$ cat src/rtl/ps2_keypad_pkg.sv
`default_nettype none
// ============================================================================
// Module      : ps2_keypad_pkg
// Description : Shared definitions for the PS/2 keypad receiver.
//               - Frame FSM state encoding
//               - Set-2 prefix bytes (extended, break)
//               - chip8_keymap: Set-2 code -> {valid, CHIP-8 key index}
// Revision    : 1.0 - initial release
// ============================================================================
package ps2_keypad_pkg;

    // Frame receiver states.
    typedef enum logic [1:0] {
        c_ST_IDLE   = 2'd0,
        c_ST_DATA   = 2'd1,
        c_ST_PARITY = 2'd2,
        c_ST_STOP   = 2'd3
    } rx_state_t;

    // Set-2 prefix bytes.
    localparam logic [7:0] c_PS2_EXT = 8'hE0;
    localparam logic [7:0] c_PS2_BRK = 8'hF0;

    // Keymap lookup result.
    typedef struct packed {
        logic       valid;
        logic [3:0] idx;
    } keymap_t;

    // Keyboard layout 1234/QWER/ASDF/ZXCV onto the CHIP-8 hex pad
    // 1 2 3 C / 4 5 6 D / 7 8 9 E / A 0 B F.
    function automatic keymap_t chip8_keymap(input logic [7:0] code);
        keymap_t m;
        m.valid = 1'b1;
        m.idx   = 4'h0;
        case (code)
            8'h22:   m.idx = 4'h0;  // X
            8'h16:   m.idx = 4'h1;  // 1
            8'h1E:   m.idx = 4'h2;  // 2
            8'h26:   m.idx = 4'h3;  // 3
            8'h15:   m.idx = 4'h4;  // Q
            8'h1D:   m.idx = 4'h5;  // W
            8'h24:   m.idx = 4'h6;  // E
            8'h1C:   m.idx = 4'h7;  // A
            8'h1B:   m.idx = 4'h8;  // S
            8'h23:   m.idx = 4'h9;  // D
            8'h1A:   m.idx = 4'hA;  // Z
            8'h21:   m.idx = 4'hB;  // C
            8'h25:   m.idx = 4'hC;  // 4
            8'h2D:   m.idx = 4'hD;  // R
            8'h2B:   m.idx = 4'hE;  // F
            8'h2A:   m.idx = 4'hF;  // V
            default: m.valid = 1'b0;
        endcase
        return m;
    endfunction

endpackage
`default_nettype wire

$ cat src/rtl/ps2_keypad_frame_rx.sv
`default_nettype none
// ============================================================================
// Module      : ps2_frame_rx
// Description : PS/2 device-to-host frame receiver. Synchronises the PS/2
//               clock and data, detects ps2_clk falling edges, collects the
//               11-bit frame (start, 8 data LSB first, odd parity, stop) and
//               aborts a stalled frame after TIMEOUT_CYC idle cycles.
// Ports       : clk          - system clock
//               reset_n      - asynchronous active-low reset
//               i_ps2_clk    - PS/2 clock (asynchronous, idles high)
//               i_ps2_data   - PS/2 data (asynchronous, idles high)
//               o_byte       - received byte (valid with o_byte_valid)
//               o_byte_valid - one-cycle strobe, good frame received
//               o_frame_err  - one-cycle strobe, parity/stop/timeout error
//               o_timeout    - one-cycle strobe, frame aborted by timeout
// Revision    : 1.0 - initial release
// ============================================================================
module ps2_frame_rx
    import ps2_keypad_pkg::*;
#(
    parameter int TIMEOUT_CYC = 25000
) (
    input  logic       clk,
    input  logic       reset_n,
    input  logic       i_ps2_clk,
    input  logic       i_ps2_data,
    output logic [7:0] o_byte,
    output logic       o_byte_valid,
    output logic       o_frame_err,
    output logic       o_timeout
);

    localparam int              CNT_W          = $clog2(TIMEOUT_CYC + 1);
    localparam logic [CNT_W-1:0] c_TIMEOUT_LAST = CNT_W'(TIMEOUT_CYC - 1);

    // Synchronisers idle high so reset does not fake a falling edge.
    logic r_clk_s1, r_clk_s2, r_dat_s1, r_dat_s2, r_clk_d;
    // Registered edge detect; data captured alongside so the pair is coherent.
    logic r_fall, r_dat;

    rx_state_t        r_state, w_state_next;
    logic [2:0]       r_bit_cnt;
    logic [7:0]       r_shift;
    logic             r_par;
    logic [CNT_W-1:0] r_tmo_cnt;

    logic w_byte_valid, w_frame_err, w_timeout, w_parity_ok, w_fall_raw;

    assign w_fall_raw = r_clk_d & ~r_clk_s2;

    always_ff @(posedge clk or negedge reset_n) begin
        if (!reset_n) begin
            r_clk_s1 <= 1'b1;
            r_clk_s2 <= 1'b1;
            r_dat_s1 <= 1'b1;
            r_dat_s2 <= 1'b1;
            r_clk_d  <= 1'b1;
            r_fall   <= 1'b0;
            r_dat    <= 1'b1;
        end else begin
            r_clk_s1 <= i_ps2_clk;
            r_clk_s2 <= r_clk_s1;
            r_dat_s1 <= i_ps2_data;
            r_dat_s2 <= r_dat_s1;
            r_clk_d  <= r_clk_s2;
            r_fall   <= w_fall_raw;
            r_dat    <= r_dat_s2;
        end
    end

    // State register.
    always_ff @(posedge clk or negedge reset_n) begin
        if (!reset_n) begin
            r_state <= c_ST_IDLE;
        end else begin
            r_state <= w_state_next;
        end
    end

    // Next state and strobes. A fall always wins over the timeout, since the
    // fall itself restarts the idle count.
    always_comb begin
        w_state_next = r_state;
        w_byte_valid = 1'b0;
        w_frame_err  = 1'b0;
        w_timeout    = 1'b0;
        w_parity_ok  = ^{r_shift, r_par};
        if (r_fall) begin
            case (r_state)
                c_ST_IDLE: begin
                    // A high "start bit" is a glitch: ignore silently.
                    if (!r_dat) begin
                        w_state_next = c_ST_DATA;
                    end
                end
                c_ST_DATA: begin
                    if (r_bit_cnt == 3'd7) begin
                        w_state_next = c_ST_PARITY;
                    end
                end
                c_ST_PARITY: begin
                    w_state_next = c_ST_STOP;
                end
                c_ST_STOP: begin
                    w_state_next = c_ST_IDLE;
                    if (r_dat && w_parity_ok) begin
                        w_byte_valid = 1'b1;
                    end else begin
                        w_frame_err = 1'b1;
                    end
                end
                default: begin
                    w_state_next = c_ST_IDLE;
                end
            endcase
        end else if ((r_state != c_ST_IDLE) && (r_tmo_cnt == c_TIMEOUT_LAST)) begin
            w_state_next = c_ST_IDLE;
            w_frame_err  = 1'b1;
            w_timeout    = 1'b1;
        end
    end

    // Shift register, bit counter, parity capture and idle timer.
    always_ff @(posedge clk or negedge reset_n) begin
        if (!reset_n) begin
            r_bit_cnt <= 3'd0;
            r_shift   <= 8'h00;
            r_par     <= 1'b0;
            r_tmo_cnt <= '0;
        end else begin
            if (r_fall) begin
                r_tmo_cnt <= '0;
                case (r_state)
                    c_ST_IDLE: begin
                        r_bit_cnt <= 3'd0;
                    end
                    c_ST_DATA: begin
                        r_shift   <= {r_dat, r_shift[7:1]};
                        r_bit_cnt <= r_bit_cnt + 3'd1;
                    end
                    c_ST_PARITY: begin
                        r_par <= r_dat;
                    end
                    default: begin
                    end
                endcase
            end else if ((r_state == c_ST_IDLE) || w_timeout) begin
                r_tmo_cnt <= '0;
            end else begin
                r_tmo_cnt <= r_tmo_cnt + CNT_W'(1);
            end
        end
    end

    assign o_byte       = r_shift;
    assign o_byte_valid = w_byte_valid;
    assign o_frame_err  = w_frame_err;
    assign o_timeout    = w_timeout;

endmodule
`default_nettype wire

$ cat src/rtl/ps2_keypad.sv
`default_nettype none
// ============================================================================
// Module      : ps2_keypad
// Description : PS/2 keyboard receiver and CHIP-8 keypad decoder. Folds the
//               E0/F0 prefixes into single key events and keeps the 16-key
//               held-key bitmap.
// Ports       : clk        - system clock (25 MHz)
//               reset_n    - asynchronous active-low reset
//               ps2_clk    - PS/2 clock from user_io
//               ps2_data   - PS/2 data from user_io
//               scan_code  - last completed non-prefix byte
//               scan_ext   - E0 prefix preceded scan_code
//               scan_break - F0 prefix preceded scan_code
//               scan_valid - one-cycle strobe for the scan_* outputs
//               keys       - held state of CHIP-8 keys 0x0..0xF
//               frame_err  - one-cycle strobe on parity/stop/timeout error
// Revision    : 1.0 - initial release
// ============================================================================
module ps2_keypad
    import ps2_keypad_pkg::*;
#(
    parameter int TIMEOUT_CYC = 25000,
    parameter int KEY_W       = 16     // must be 16
) (
    input  logic             clk,
    input  logic             reset_n,
    input  logic             ps2_clk,
    input  logic             ps2_data,
    output logic [7:0]       scan_code,
    output logic             scan_ext,
    output logic             scan_break,
    output logic             scan_valid,
    output logic [KEY_W-1:0] keys,
    output logic             frame_err
);

    logic [7:0] w_rx_byte;
    logic       w_rx_valid, w_rx_err, w_rx_timeout;
    keymap_t    w_map;

    logic             r_ext_pend, r_brk_pend;
    logic [7:0]       r_scan_code;
    logic             r_scan_ext, r_scan_break, r_scan_valid, r_frame_err;
    logic [KEY_W-1:0] r_keys;

    ps2_frame_rx #(
        .TIMEOUT_CYC (TIMEOUT_CYC)
    ) u_frame_rx (
        .clk          (clk),
        .reset_n      (reset_n),
        .i_ps2_clk    (ps2_clk),
        .i_ps2_data   (ps2_data),
        .o_byte       (w_rx_byte),
        .o_byte_valid (w_rx_valid),
        .o_frame_err  (w_rx_err),
        .o_timeout    (w_rx_timeout)
    );

    assign w_map = chip8_keymap(w_rx_byte);

    // Prefix folding and output registers. A plain frame error keeps the
    // pending prefixes (the next good byte still belongs to them); only a
    // timeout, which means the stream lost sync, discards them.
    always_ff @(posedge clk or negedge reset_n) begin
        if (!reset_n) begin
            r_ext_pend   <= 1'b0;
            r_brk_pend   <= 1'b0;
            r_scan_code  <= 8'h00;
            r_scan_ext   <= 1'b0;
            r_scan_break <= 1'b0;
            r_scan_valid <= 1'b0;
            r_frame_err  <= 1'b0;
            r_keys       <= '0;
        end else begin
            r_scan_valid <= 1'b0;
            r_frame_err  <= w_rx_err;
            if (w_rx_timeout) begin
                r_ext_pend <= 1'b0;
                r_brk_pend <= 1'b0;
            end else if (w_rx_valid) begin
                if (w_rx_byte == c_PS2_EXT) begin
                    r_ext_pend <= 1'b1;
                end else if (w_rx_byte == c_PS2_BRK) begin
                    r_brk_pend <= 1'b1;
                end else begin
                    r_scan_code  <= w_rx_byte;
                    r_scan_ext   <= r_ext_pend;
                    r_scan_break <= r_brk_pend;
                    r_scan_valid <= 1'b1;
                    r_ext_pend   <= 1'b0;
                    r_brk_pend   <= 1'b0;
                    // Extended codes share low bytes with keypad keys; skip them.
                    if (w_map.valid && !r_ext_pend) begin
                        r_keys[w_map.idx] <= ~r_brk_pend;
                    end
                end
            end
        end
    end

    assign scan_code  = r_scan_code;
    assign scan_ext   = r_scan_ext;
    assign scan_break = r_scan_break;
    assign scan_valid = r_scan_valid;
    assign keys       = r_keys;
    assign frame_err  = r_frame_err;

endmodule
`default_nettype wire

$ cat config.mk
export PLATFORM = sky130hd
export DESIGN_NAME = ps2_keypad
export DESIGN_NICKNAME = d
export VERILOG_FILES = /design/src/rtl/ps2_keypad_pkg.sv /design/src/rtl/ps2_keypad_frame_rx.sv /design/src/rtl/ps2_keypad.sv
export SDC_FILE = /design/constraint.sdc
export NUM_CORES = 1
export LEC_CHECK = 0
export ABC_CLOCK_PERIOD_IN_PS = 3000
export CAP_MARGIN = 20
export CORE_UTILIZATION = 57
export DETAILED_ROUTE_END_ITERATION = 10
export DONT_BUFFER_PORTS = 1
export PLACE_DENSITY_LB_ADDON = 0.05
export SLEW_MARGIN = 30
export SYNTH_ARGS = -nofsm -noshare
export SYNTH_HDL_FRONTEND = slang
export SYNTH_HIERARCHICAL = 1
export SYNTH_SLANG_ARGS = --single-unit
$ cat constraint.sdc
create_clock -name clk -period 3 [get_ports clk]
set_clock_uncertainty 0.15 [all_clocks]
set_input_delay 0.3 -clock clk [delete_from_list [all_inputs] [get_ports clk]]
set_output_delay 0.3 -clock clk [all_outputs]
set_load 0.02 [all_outputs]
==> flow_metrics.env, run 1 <==
export IMPL_switching_share_pct=35.95
export IMPL_power_share_clock_pct=24.1
export IMPL_numCtsBuffers=9
export IMPL_status="finished clean"
export IMPL_initial_core_utilization_pct=60.43
export IMPL_drt_first_pass_iters=5
export IMPL_die_y_um=79.34
export IMPL_area_of_the_multi_input_gates_sq_um=1570
export IMPL_synth_async_reset_ratio_pct=100.0
export IMPL_synthFlopType="sky130_fd_sc_hd__dfrtp_1"
export IMPL_p_total_mw=2.676
export IMPL_timing_final_hold_violations=0
export IMPL_clock_latency_ns=0.34
export IMPL_syn_area_per_cell_sq_um=11.25
export IMPL_worst_hold_path_type="flop to flop"
export IMPL_grt_overflow=0
export IMPL_postSynthRegisterBits=66
export IMPL_drv_max_cap_violation_count=0
export IMPL_worst_endpoint_arrival_ns=2.90
export IMPL_track_usage_pct=22.78
export IMPL_most_common_layout_cells="sky130_fd_sc_hd__dfrtp_1 (60), sky130_fd_sc_hd__inv_1 (28), sky130_fd_sc_hd__nor4_1 (22)"
export IMPL_sequential_element_share_of_the_synthesized_area_pct=48.66
export IMPL_finalNetCount=328
export IMPL_largest_net_degree_at_the_start_of_global_routing=67
export IMPL_critical_path_buf_inv_count=0
export IMPL_antenna_found_initial=0
export IMPL_slew_viol_final=0
export IMPL_design_portCount=32
export IMPL_final_antenna_net_count=0
export IMPL_critical_path_class="flop to flop"
export IMPL_grt_first_pass_wirelength_mm=10.82
export IMPL_clock_tree_htree_level_count=3
export IMPL_cts_root_buffer_cell="sky130_fd_sc_hd__clkbuf_8"
export IMPL_mappedNetlistNets=314
export IMPL_vias=2286
export IMPL_die_area_sq_um=6295
export IMPL_syn_instance_count=303
export IMPL_layout_drive_gt1_share_pct=21.74
export IMPL_largest_incremental_delay_on_the_critical_path_ns=0.49
export IMPL_max_slew_margin_pct=55.86
export IMPL_critPathLaunchType="flop"
export IMPL_dp_hpwl_mm=4.119
export IMPL_worst_path_max_delay_cell="sky130_fd_sc_hd__xnor3_1"
export IMPL_switchingPower_mw=0.9622
export IMPL_cp_common_cell="sky130_fd_sc_hd__xor2_1"
export IMPL_portBuffers=0
export IMPL_cts_sinks=66
export IMPL_drc_errors=0
export IMPL_power_static_leakage_nw=1.572
export IMPL_syn_cell_area_sq_um=3410
export IMPL_cts_root_to_sink_buffers=2
export IMPL_worst_setup_ep_type="flop"
export IMPL_sequential_cell_area_sq_um=1659
export IMPL_tritoncts="built"
export IMPL_cp_cell_sequence="xor2_1, xnor3_1, xor2_1, nor2_1, nand2b_1, a21oi_2, nand4_4, nor4_1, mux2i_1"
export IMPL_viasPerCell=5.802
export IMPL_preCtsSetupSlack_ns=0.2303
export IMPL_max_freq_mhz=357.3
export IMPL_internal_power_mw=1.714
export IMPL_die_width_um=79.34
export IMPL_post_synth_top_area_cell="sky130_fd_sc_hd__dfrtp_1"
export IMPL_synth_edf_count=0
export IMPL_unrepaired_setup_endpoints_after_global_routing="true"
export IMPL_rrSetupSlack_ns=0.20
export IMPL_core_region_area_sq_um=5642
export IMPL_insertedDiodeCount=0
export IMPL_report_final_setup_viol=0
export IMPL_synth_largest_type_area_fraction_pct=44.04
export IMPL_drc_violation_total_after_the_first_tritonroute_iteration=67
export IMPL_synth_warnings=6
export IMPL_clk_pin_slew_ns=0.07
export IMPL_layout_setup_ws_ns=0.2014
export IMPL_timing_critical_path_max_delay_family="simple AND/OR/NAND/NOR gates"
export IMPL_power_density_cell_area_nw_per_um2=717.3
export IMPL_mostFrequentLayoutCell="sky130_fd_sc_hd__dfrtp_1"
export IMPL_critical_path_peak_fanout=16
export IMPL_post_route_fraction_of_the_period_consumed_by_the_critical_path_pct=93.29
export IMPL_post_cts_repair_setup_buffers=0
export IMPL_vias_in_the_first_global_route=2319
export IMPL_gp_congestion=0.7993
export IMPL_post_route_min_period_ns=2.799
export IMPL_ir_drop_mv=0.4341
export IMPL_tightest_slew_ns=0.6590
export IMPL_cp_required_ns=3.10
export IMPL_sequentialPowerShare_pct=42.8
export IMPL_nFillCells=450
export IMPL_fp_row_count=27
export IMPL_detail_route_wl_per_cell_um=16.28
export IMPL_area_growth_pct=9.431
export IMPL_pwr_share_comb_pct=33.1
export IMPL_synthDistinctLibCells=58
export IMPL_drt_total_wl_mm=6.416
export IMPL_synthTopCellsByArea="sky130_fd_sc_hd__dfrtp_1 (44%), sky130_fd_sc_hd__mux2_2 (5.6%), sky130_fd_sc_hd__mux2i_1 (5.3%)"
## Yosys cell counts (all sizes together) (3+ instances only)
cell and n:
a21oi 6, and3 3, buf 6, clkbuf 6, dfrtp 60, dfstp 6
ha 7, inv 28, mux2 17, mux2i 18, nand2 14, nand2b 4
nand3 7, nand4 4, nor2 20, nor2b 4, nor3 5, nor4 23
o21ai 12, xnor2 14, xor2 5
## routing by layer
| metal | wire, um | GRT usage (%) | vias to the layer above |
|---|---|---|---|
| li1 | - | - | 1108 |
| met1 | 3201 | 30.56 | 1103 |
| met2 | 2835 | 34.22 | 61 |
| met3 | 276 | 4.598 | 14 |
| met4 | 102 | 13.09 | 0 |
| met5 | 0 | 0 | - |
## power by group through the flow
stage          clock (mW)  sequential, mW  combinational (mW)
2_1_floorplan           0            1.16               0.663
3_3_place_gp            0            1.15               0.826
3_5_place_dp            0            1.16               0.838
4_1_cts             0.661            1.14               0.882
5_1_grt             0.703            1.16               0.961
6_report            0.646            1.14               0.886
## path summary, 6_finish.rpt
kind	start	end	cells past startpoint
setup reg to reg	u_frame_rx/o_byte[1]	keys[4]	9
hold / removal	u_frame_rx/r_dat_s1	u_frame_rx/r_dat_s2	0
setup / recovery	u_frame_rx/o_byte[1]	keys[4]	9
hold reg to reg	u_frame_rx/r_dat_s1	u_frame_rx/r_dat_s2	0
max in group asynchronous	reset_n	u_frame_rx/r_clk_s2	2
min in group asynchronous	reset_n	frame_err	2
## what timing repair did
action / 4_1_cts / 5_1_grt
setup endpoints to repair: 0 / 6
endpoints found under the hold margin: 68 / 0
resized for setup: 0 / 0
hold buffers: 4 / 0
## metrics by stage
stage | setup TNS [ns] | hold WS (ns) | utilization, % | area [sq um] | instances
2_1_floorplan | 0 | -0.1456 | - | 3410 | 303
3_3_place_gp | 0 | -0.1443 | 62.16 | 3507 | 374
3_5_place_dp | 0 | -0.1443 | 62.16 | 3507 | 374
4_1_cts | 0 | 0.2056 | 66.13 | 3731 | 394
5_1_grt | -0.1503 | 0.2029 | 66.13 | 3731 | 394
6_report | 0 | 0.1997 | 66.13 | 3731 | 394
## area by class of cell
class	count	area share, %
Timing Repair Buffer	15	3.756
Inverter	28	2.817
Sequential cell	66	44.47
Clock inverter	3	0.4695
Tap cell	72	2.414
Multi-Input combinational cell	197	42.09
Clock buffer	13	3.991
## kinds of logic after synthesis
family | synth area share [%]
buf+inv | 5.284
mux | 10.90
xor+xnor | 5.541
simple gates | 18.97
fa+ha+maj | 2.862
compound gates | 7.780
flops | 48.66
## sequential cells by signal (all words and copies together) (netlist names), 2 cells and up
signal / flops
scan_code: 8
u_frame_rx/r_state: 2
u_frame_rx/o_byte: 8
u_frame_rx/r_tmo_cnt: 15
keys: 16
u_frame_rx/r_bit_cnt: 3
(Power assumes the default switching activity.)
==> inputs of run 2 (changes only) <==
CORE_MARGIN = 5   (was not set)
==> flow_metrics.env, run 2 (synthesis results as in run 1) <==
export IMPL_worst_setup_ep_type="flop"
export IMPL_drt_total_wl_mm=6.402
export IMPL_most_common_layout_cells="sky130_fd_sc_hd__dfrtp_1 (60), sky130_fd_sc_hd__inv_1 (28), sky130_fd_sc_hd__mux2i_1 (18)"
export IMPL_die_area_sq_um=7628
export IMPL_core_region_area_sq_um=5886
export IMPL_die_y_um=87.34
export IMPL_design_area_sq_um=3899
export IMPL_dp_cells=376
export IMPL_cts_root_to_sink_buffers=2
export IMPL_initial_core_utilization_pct=57.93
export IMPL_clock_tree_htree_level_count=3
export IMPL_power_density_cell_area_nw_per_um2=757.7
export IMPL_worst_hold_path_type="flop to flop"
export IMPL_critical_path_class="flop to flop"
export IMPL_antenna_found_initial=0
export IMPL_post_route_min_period_ns=2.773
export IMPL_insertedDiodeCount=0
export IMPL_holdPathStages=0
export IMPL_viasPerCell=5.690
export IMPL_drt_first_pass_iters=4
export IMPL_p_total_mw=2.954
export IMPL_vias=2259
export IMPL_cts_sinks=66
export IMPL_unrepaired_setup_endpoints_after_global_routing="false"
export IMPL_fp_row_count=28
export IMPL_status="finished clean"
export IMPL_track_usage_pct=18.68
export IMPL_max_slew_margin_pct=40.66
export IMPL_clock_latency_ns=0.34
export IMPL_worst_endpoint_arrival_ns=2.87
export IMPL_gp_congestion=0.7959
export IMPL_detail_route_wl_per_cell_um=16.13
export IMPL_layout_drive_gt1_share_pct=25.78
export IMPL_largest_net_degree_at_the_start_of_global_routing=67
export IMPL_design_portCount=32
export IMPL_dp_hpwl_mm=4.204
export IMPL_portBuffers=0
export IMPL_finish_cell_count_without_fillers=397
export IMPL_drc_violation_total_after_the_first_tritonroute_iteration=131
export IMPL_ir_drop_mv=0.5251
export IMPL_mostFrequentLayoutCell="sky130_fd_sc_hd__dfrtp_1"
export IMPL_drv_max_cap_violation_count=0
export IMPL_clk_pin_slew_ns=0.07
export IMPL_report_final_setup_viol=0
export IMPL_grt_overflow=0
export IMPL_die_width_um=87.34
export IMPL_cp_required_ns=3.10
export IMPL_post_route_fraction_of_the_period_consumed_by_the_critical_path_pct=92.42
export IMPL_finalNetCount=328
export IMPL_drc_errors=0
export IMPL_critPathLaunchType="flop"
export IMPL_grt_first_pass_wirelength_mm=11.01
export IMPL_tritoncts="built"
export IMPL_power_static_leakage_nw=1.617
export IMPL_worstRegToRegCells=10
export IMPL_timing_final_hold_violations=0
export IMPL_vias_in_the_first_global_route=2291
export IMPL_numCtsBuffers=9
export IMPL_cts_root_buffer_cell="sky130_fd_sc_hd__clkbuf_8"
export IMPL_area_growth_pct=14.35
export IMPL_setup_tns_ns=0
export IMPL_largest_reg_flops=16
export IMPL_max_freq_mhz=360.7
export IMPL_critical_path_peak_fanout=16
export IMPL_area_after_detailed_placement_sq_um=3503
export IMPL_slew_viol_final=0
export IMPL_final_antenna_net_count=0
export IMPL_tightest_slew_ns=0.8860
export IMPL_holdWs_ns=0.2084
-- run 2: changes by cell type in the layout (fill, tap and decap cells not counted), moves of 2 or more --
cell                        change
sky130_fd_sc_hd__clkinv_2       -2
sky130_fd_sc_hd__nor4_1        -10
sky130_fd_sc_hd__nor4_2        +10
sky130_fd_sc_hd__clkbuf_1       -2
sky130_fd_sc_hd__bufinv_16      +3
-- run 2: critical path: stages (launching register included) --
cell and delay, ns:
sky130_fd_sc_hd__dfrtp_1 0.40, sky130_fd_sc_hd__xor2_1 0.16, sky130_fd_sc_hd__xnor3_1 0.47, sky130_fd_sc_hd__xor2_1 0.19, sky130_fd_sc_hd__nor2_2 0.21, sky130_fd_sc_hd__nand2b_1 0.09
sky130_fd_sc_hd__a21oi_2 0.17, sky130_fd_sc_hd__nand4_4 0.11, sky130_fd_sc_hd__buf_12 0.18, sky130_fd_sc_hd__nor4_2 0.31, sky130_fd_sc_hd__mux2i_1 0.24
-- run 2: layer usage --
| layer | part of all wire, % | vias up | track usage, % | routed length (um) |
|---|---|---|---|---|
| met5 | 0 | - | 0 | 0 |
| met4 | 1.9 | 0 | 8.787 | 124 |
| met3 | 4.8 | 11 | 5.203 | 309 |
| met2 | 44 | 44 | 26.37 | 2788 |
| met1 | 50 | 1094 | 26.46 | 3180 |
| li1 | - | 1110 | - | - |
-- run 2: final cells by class --
cell class,instances,area (sq um)
inverter,28,105.1
fill,450,1987
tap,75,93.84
clock buffer,12,155.1
timing repair buffer,15,152.6
multi-input combinational,197,1635
sequential,66,1659
clock inverter,4,97.59
-- run 2: power by group --
group	switching [mW]	internal [mW]	leakage (nW)
combinational	0.489	0.386	0.607
sequential	0.139	1.01	0.887
clock	0.336	0.598	0.123
-- run 2: repair_timing --
item,4_1_cts,5_1_grt
endpoints found under the setup margin,0,15
hold buffers,4,0
setup buffers,0,1
resized for setup,0,11
hold endpoints to repair,68,0
-- run 2: path summary, 6_finish.rpt --
check | to | slack (ns) | start
min | u_frame_rx/r_clk_s2 | 0.21 | u_frame_rx/r_clk_s1
max | keys[9] | 0.23 | u_frame_rx/o_byte[1]
min in group asynchronous | u_frame_rx/r_tmo_cnt[11] | 0.33 | reset_n
max in group asynchronous | u_frame_rx/r_dat | 2.03 | reset_n
max reg2reg | keys[9] | 0.23 | u_frame_rx/o_byte[1]
min reg2reg | u_frame_rx/r_clk_s2 | 0.21 | u_frame_rx/r_clk_s1
-- run 2: per-stage QoR --
| step | utilization, % | setup WS (ns) |
|---|---|---|
| final | 66.24 | 0.2274 |
| after global routing | 66.24 | 0.06080 |
| after CTS | 64.80 | 0.1142 |
| after detailed placement | 59.52 | 0.1279 |
| after global placement | 59.52 | 0.1853 |
| after floorplan | - | 0.2343 |
